**src/rtl/fadd_arb.sv**
```systemverilog
// fadd_arb: round-robin arbiter sharing one 3-stage floating-point adder
// among NREQ requesters. One operation is in flight at a time:
// grant (IDLE) -> ISSUE -> WAIT1 -> WAIT2 -> DONE -> response next cycle.
//
// Ports
//   clk, reset          clock, asynchronous active-high reset
//   req_valid/x/y       per-requester request and packed 32-bit operands
//   req_ready           one-hot grant pulse, operands sampled that cycle
//   rsp_valid           one-hot result pulse to the granted requester
//   rsp_rslt/rsp_flag   result and {NV,-,OF,UF,NX} flags, held between responses
//   fflags, fflags_clr  sticky OR of delivered flags, synchronous clear
//   busy                high while an operation is in flight
//   fa_req/fa_x/fa_y    start pulse and stable operands to the adder
//   fa_rslt/fa_flag     adder outputs, valid in DONE
module fadd_arb #(
    parameter  int unsigned NREQ = 4,
    localparam int unsigned DW   = 32,
    localparam int unsigned FW   = 5
) (
    input  logic               clk,
    input  logic               reset,
    input  logic [NREQ-1:0]    req_valid,
    input  logic [NREQ*DW-1:0] req_x,
    input  logic [NREQ*DW-1:0] req_y,
    output logic [NREQ-1:0]    req_ready,
    output logic [NREQ-1:0]    rsp_valid,
    output logic [DW-1:0]      rsp_rslt,
    output logic [FW-1:0]      rsp_flag,
    output logic [FW-1:0]      fflags,
    input  logic               fflags_clr,
    output logic               busy,
    output logic               fa_req,
    output logic [DW-1:0]      fa_x,
    output logic [DW-1:0]      fa_y,
    input  logic [DW-1:0]      fa_rslt,
    input  logic [FW-1:0]      fa_flag
);

    localparam int unsigned IDXW = (NREQ > 1) ? $clog2(NREQ) : 1;

    typedef enum logic [2:0] {IDLE, ISSUE, WAIT1, WAIT2, DONE} state_t;

    state_t          state_q, state_d;
    logic [IDXW-1:0] ptr_q, ptr_d;
    logic [IDXW-1:0] idx_q, idx_d;
    logic [IDXW-1:0] grant_idx, cand;
    logic            grant_any;
    logic [DW-1:0]   x_q, x_d, y_q, y_d;
    logic [DW-1:0]   x_sel, y_sel;
    logic [DW-1:0]   rslt_q, rslt_d;
    logic [FW-1:0]   flag_q, flag_d;
    logic [FW-1:0]   fflags_q, fflags_d;
    logic [NREQ-1:0] rsp_valid_q, rsp_valid_d;

    // Round-robin pick: first valid requester at or above ptr_q, wrapping.
    always_comb begin
        grant_any = 1'b0;
        grant_idx = ptr_q;
        cand      = ptr_q;
        for (int unsigned i = 0; i < NREQ; i++) begin
            cand = IDXW'((32'(ptr_q) + i) % NREQ);
            if (!grant_any && req_valid[cand]) begin
                grant_any = 1'b1;
                grant_idx = cand;
            end
        end
    end

    // Operand select for the winning requester.
    always_comb begin
        x_sel = '0;
        y_sel = '0;
        for (int unsigned i = 0; i < NREQ; i++) begin
            if (IDXW'(i) == grant_idx) begin
                x_sel = req_x[i*DW +: DW];
                y_sel = req_y[i*DW +: DW];
            end
        end
    end

    // State register.
    always_ff @(posedge clk or posedge reset) begin
        if (reset) begin
            state_q <= IDLE;
        end else begin
            state_q <= state_d;
        end
    end

    // Next state: only IDLE waits; the rest is a fixed adder-latency walk.
    always_comb begin
        state_d = state_q;
        case (state_q)
            IDLE:    if (grant_any) state_d = ISSUE;
            ISSUE:   state_d = WAIT1;
            WAIT1:   state_d = WAIT2;
            WAIT2:   state_d = DONE;
            DONE:    state_d = IDLE;
            default: state_d = IDLE;
        endcase
    end

    // State-decoded outputs; the grant must be seen in the request cycle.
    always_comb begin
        req_ready = '0;
        fa_req    = 1'b0;
        busy      = 1'b1;
        case (state_q)
            IDLE: begin
                busy = 1'b0;
                if (grant_any) req_ready[grant_idx] = 1'b1;
            end
            ISSUE:   fa_req = 1'b1;
            default: ;
        endcase
    end

    // Datapath next values: operand latch, pointer, response capture, sticky flags.
    always_comb begin
        x_d         = x_q;
        y_d         = y_q;
        idx_d       = idx_q;
        ptr_d       = ptr_q;
        rslt_d      = rslt_q;
        flag_d      = flag_q;
        rsp_valid_d = '0;
        fflags_d    = fflags_clr ? '0 : fflags_q;
        if (state_q == IDLE && grant_any) begin
            x_d   = x_sel;
            y_d   = y_sel;
            idx_d = grant_idx;
            ptr_d = IDXW'((32'(grant_idx) + 32'd1) % NREQ);
        end
        if (state_q == DONE) begin
            rsp_valid_d[idx_q] = 1'b1;
            rslt_d             = fa_rslt;
            flag_d             = fa_flag;
            // New flags survive a same-cycle clear.
            fflags_d           = fflags_d | fa_flag;
        end
    end

    // Datapath registers.
    always_ff @(posedge clk or posedge reset) begin
        if (reset) begin
            x_q         <= '0;
            y_q         <= '0;
            idx_q       <= '0;
            ptr_q       <= '0;
            rslt_q      <= '0;
            flag_q      <= '0;
            rsp_valid_q <= '0;
            fflags_q    <= '0;
        end else begin
            x_q         <= x_d;
            y_q         <= y_d;
            idx_q       <= idx_d;
            ptr_q       <= ptr_d;
            rslt_q      <= rslt_d;
            flag_q      <= flag_d;
            rsp_valid_q <= rsp_valid_d;
            fflags_q    <= fflags_d;
        end
    end

    assign fa_x      = x_q;
    assign fa_y      = y_q;
    assign rsp_valid = rsp_valid_q;
    assign rsp_rslt  = rslt_q;
    assign rsp_flag  = flag_q;
    assign fflags    = fflags_q;

endmodule

```
**config.mk**
```make
export PLATFORM = sky130hd
export DESIGN_NAME = fadd_arb
export DESIGN_NICKNAME = d
export VERILOG_FILES = /design/src/rtl/fadd_arb.sv
export SDC_FILE = /design/constraint.sdc
export NUM_CORES = 1
export LEC_CHECK = 0
export ABC_AREA = 1
export CAP_MARGIN = 30
export CORE_AREA = 2 2 161 163
export CTS_BUF_LIST = sky130_fd_sc_hd__clkbuf_4 sky130_fd_sc_hd__clkbuf_8 sky130_fd_sc_hd__clkbuf_16
export CTS_CLUSTER_DIAMETER = 100
export DETAILED_ROUTE_END_ITERATION = 10
export DIE_AREA = 0 0 163 165
export HOLD_SLACK_MARGIN = 0.15
export PLACE_DENSITY = 0.62
export REMOVE_ABC_BUFFERS = 1
export SLEW_MARGIN = 0
export SYNTH_ARGS = -nofsm -noshare
export SYNTH_HDL_FRONTEND = slang
export SYNTH_SLANG_ARGS = --single-unit
export TNS_END_PERCENT = 50
```
**constraint.sdc**
```tcl
create_clock -name clk -period 4.07 [get_ports clk]
set_input_delay 0.814 -clock clk [delete_from_list [all_inputs] [get_ports clk]]
set_output_delay 0.814 -clock clk [all_outputs]
set_load 0.02 [all_outputs]
```
==> results <==
[layout by cell type, fill, tap and decap left out, types with 3 or more instances in the layout]
cell / count
o21ai_1: 3
nand2_1: 538
o21ai_0: 133
inv_1: 24
buf_4: 13
buf_12: 5
nand3_1: 8
inv_2: 6
clkbuf_16: 17
dfrtp_1: 117
inv_6: 3
o22ai_1: 4
a21oi_1: 64
nor2_1: 9
nor3_1: 5
clkinv_4: 5
clkdlybuf4s50_1: 411
[critical path, delay by kind of cell]
kind                     cells  cell delay [ps]
buffers and inverters        4              940
AND/OR/NAND/NOR              9              970
adder cells (fa/ha/maj)      1              220
[worst max-delay path by stage]
| stage | start | to | slack (ps) | cells after the start |
|---|---|---|---|---|
| after floorplan | req_valid[0] | fa_x[0] | -1030 | 18 |
| final | req_valid[0] | req_ready[2] | 320 | 14 |
| after global routing | req_valid[0] | req_ready[2] | 70 | 14 |
| after detailed placement | req_valid[0] | req_ready[2] | 1 | 14 |
| after CTS | req_valid[0] | req_ready[0] | 90 | 15 |
| after global placement | req_valid[0] | req_ready[2] | 60 | 14 |
[report_power, final]
group | internal [mW] | total (mW) | switching, mW
combinational | 2.89 | 7.62 | 4.73
sequential | 1.71 | 2.01 | 0.292
clock | 0.933 | 1.51 | 0.581
[per-stage QoR]
| step | TNS (ps) | instances | utilization |
|---|---|---|---|
| after floorplan | -67390 | 927 | - |
| after global placement | 0 | 1689 | 0.444 |
| after detailed placement | 0 | 1689 | 0.444 |
| after CTS | 0 | 1721 | 0.468 |
| after global routing | 0 | 1721 | 0.468 |
| final | 0 | 1721 | 0.468 |
[registers in the layout, indices dropped and copies added, names as in the netlist]
| signal | cells |
|---|---|
| idx_q | 2 |
| rsp_valid | 4 |
| ptr_q | 2 |
| rsp_flag | 5 |
| rsp_rslt | 32 |
| fa_x | 32 |
| fa_y | 32 |
| fflags | 5 |
| state_q | 3 |
[cells by family after synthesis]
group                      count (synthesis)  share of synthesized area
and+or+nand+nor                          568                      0.330
AOI/OAI and AO/OA                        206                      0.157
DFF                                      117                      0.442
buffers and inverters                     96                     0.0629
adders and majority gates                  4                    0.00756
[cell type report]
cell class,count,area [sq um]
sequential,117,2930
clock inverter,13,148
fill,2550,13300
multi-input combinational,778,3310
tap,330,413
timing repair buffer,432,4350
inverter,32,125
clock buffer,19,447
[routing by layer]
| layer | vias to the layer above | GRT usage | share of wire |
|---|---|---|---|
| met5 | - | 0 | 0 |
| met4 | 0 | 0.0410 | 0.0092 |
| met3 | 19 | 0.0663 | 0.095 |
| met2 | 311 | 0.360 | 0.51 |
| met1 | 3499 | 0.215 | 0.39 |
| li1 | 3924 | - | - |
==> out/metrics.yaml <==
outcome:
  outcome: "complete, no violations"
clock_network:
  htreeDepth: 4
  cts_inserted_buffers: 17
  cts.clk_slew.worst_paths_ps: 50
  cts-root-buf: "clkbuf_16"
  cts_resized: 1
  clkLatencyLatePin_ps: 410
  cts_setup_buffers: 0
  clockBufferDepth: 2
  numClockSinks: 117
  hold_buffers: 0
  cts_tree: "done"
global_routing:
  grt.overflow.total: 0
  track_usage: 0.194
  grt_pass1_vias: 7308
  grt_pass1_wl_mm: 40.4
  grt_max_degree: 129
  grt_antenna_before_repair: 0
setup_path:
  arrival_ps: 2940
  slowest_delay_ps: 440
  reg2reg_setup_slack_ps: 710
  slowest_stage: "clkdlybuf4s50_1"
  r2r-start: "ptr_q[0]"
  rr_endpoint: "fa_y[23]"
  crit_type: "input pin to output pin"
  r2r_cells: 20
  crit_required_ps: 3260
  crit_fanout: 5
  cp-start-kind: "input pin"
  crit_path_frequent_cell: "nand2_1"
  endpoint_kind: "output pin"
  path_cells: "clkdlybuf4s50_1, inv_1, nand2_1, nand2_1, nand2_1, nand2_2, nand3_2, nor2_1, nand2_1, nand2_1, ha_2, inv_2, nor2_1, dlygate4sd2_1"
placed_design:
  place_area_sq_um: 11100
  place_congestion: 0.815
  dpl.hpwl_mm: 19.6
  port_buffers: 415
  post-place-ws_ps: 1.26
detailed_routing:
  routed_wl_mm: 27.4
  final_antenna_net_count: 0
  first_pass_iters: 5
  route.detailed.drc: 0
  wl_per_cell_um: 15.9
  num_vias: 7753
  viasPerCell: 4.50
  drtIter0Drc: 328
sta:
  slew_headroom: 0.428
  fin_crit_sh: 0.923
  worst_slew_pin_slew_ps: 859
  min_period_ps: 3750
  rsz0062_at_grt: "no"
  fin_skew_ps: 12.1
  hold_viol: 0
  fmax_ghz: 0.266
  drv_slew: 0
  fin_ws_ps: 315
  holdWs_ps: 466
  setup_viol: 0
worst_hold_path:
  hp-start: "fa_x[14]"
  holdPathEnd: "fa_x[14]"
  hold_path_depth: 2
  min-delay-path-class: "register to register"
logic_synthesis:
  synthFlopType: "dfrtp_1"
  synth_cells: 991
  ys_types: 25
  ys_seq_area_frac: 0.442
  synthTopCellsByArea: "dfrtp_1 (44%), nand2_1 (30%), o21ai_0 (10%)"
  synthTopCellsByCount: "nand2_1 (538), o21ai_0 (133), dfrtp_1 (117), a21oi_1 (64), clkbuf_1 (42)"
  synth_area_per_cell_sq_um: 6.68
  yosys_warnings: 0
  synth.most_common_cell: "nand2_1"
  yosysTopAreaCell: "dfrtp_1"
  synth-seq-cells: 117
  synth_edf_count: 0
  synthesis.area_sq_um: 6620
  synthArstFlopShare: 1.00
  yosysTopAreaCellShare: 0.442
die:
  start_util: 0.265
  dieArea_sq_um: 26900
  die_w_um: 163
  fp.dieH_um: 165
  io_pins: 416
  core-area_sq_um: 25000
  row_count: 58
run:
  max-cap-violations: 0
pwr:
  total_power_mw: 11.1
  power.density_nw_per_um2: 951
  vdd_ir_drop_max_mv: 0.804
  p_leak_nw: 5.38
final_layout:
  drive_gt1_frac: 0.0496
  stdcell_area_sq_um: 11700
  syn2layout_area_growth_pct: 76.8
  nNetsFinal: 1682
  n_antenna_cell: 0
Note: power is estimated with default switching activity, not from simulation.
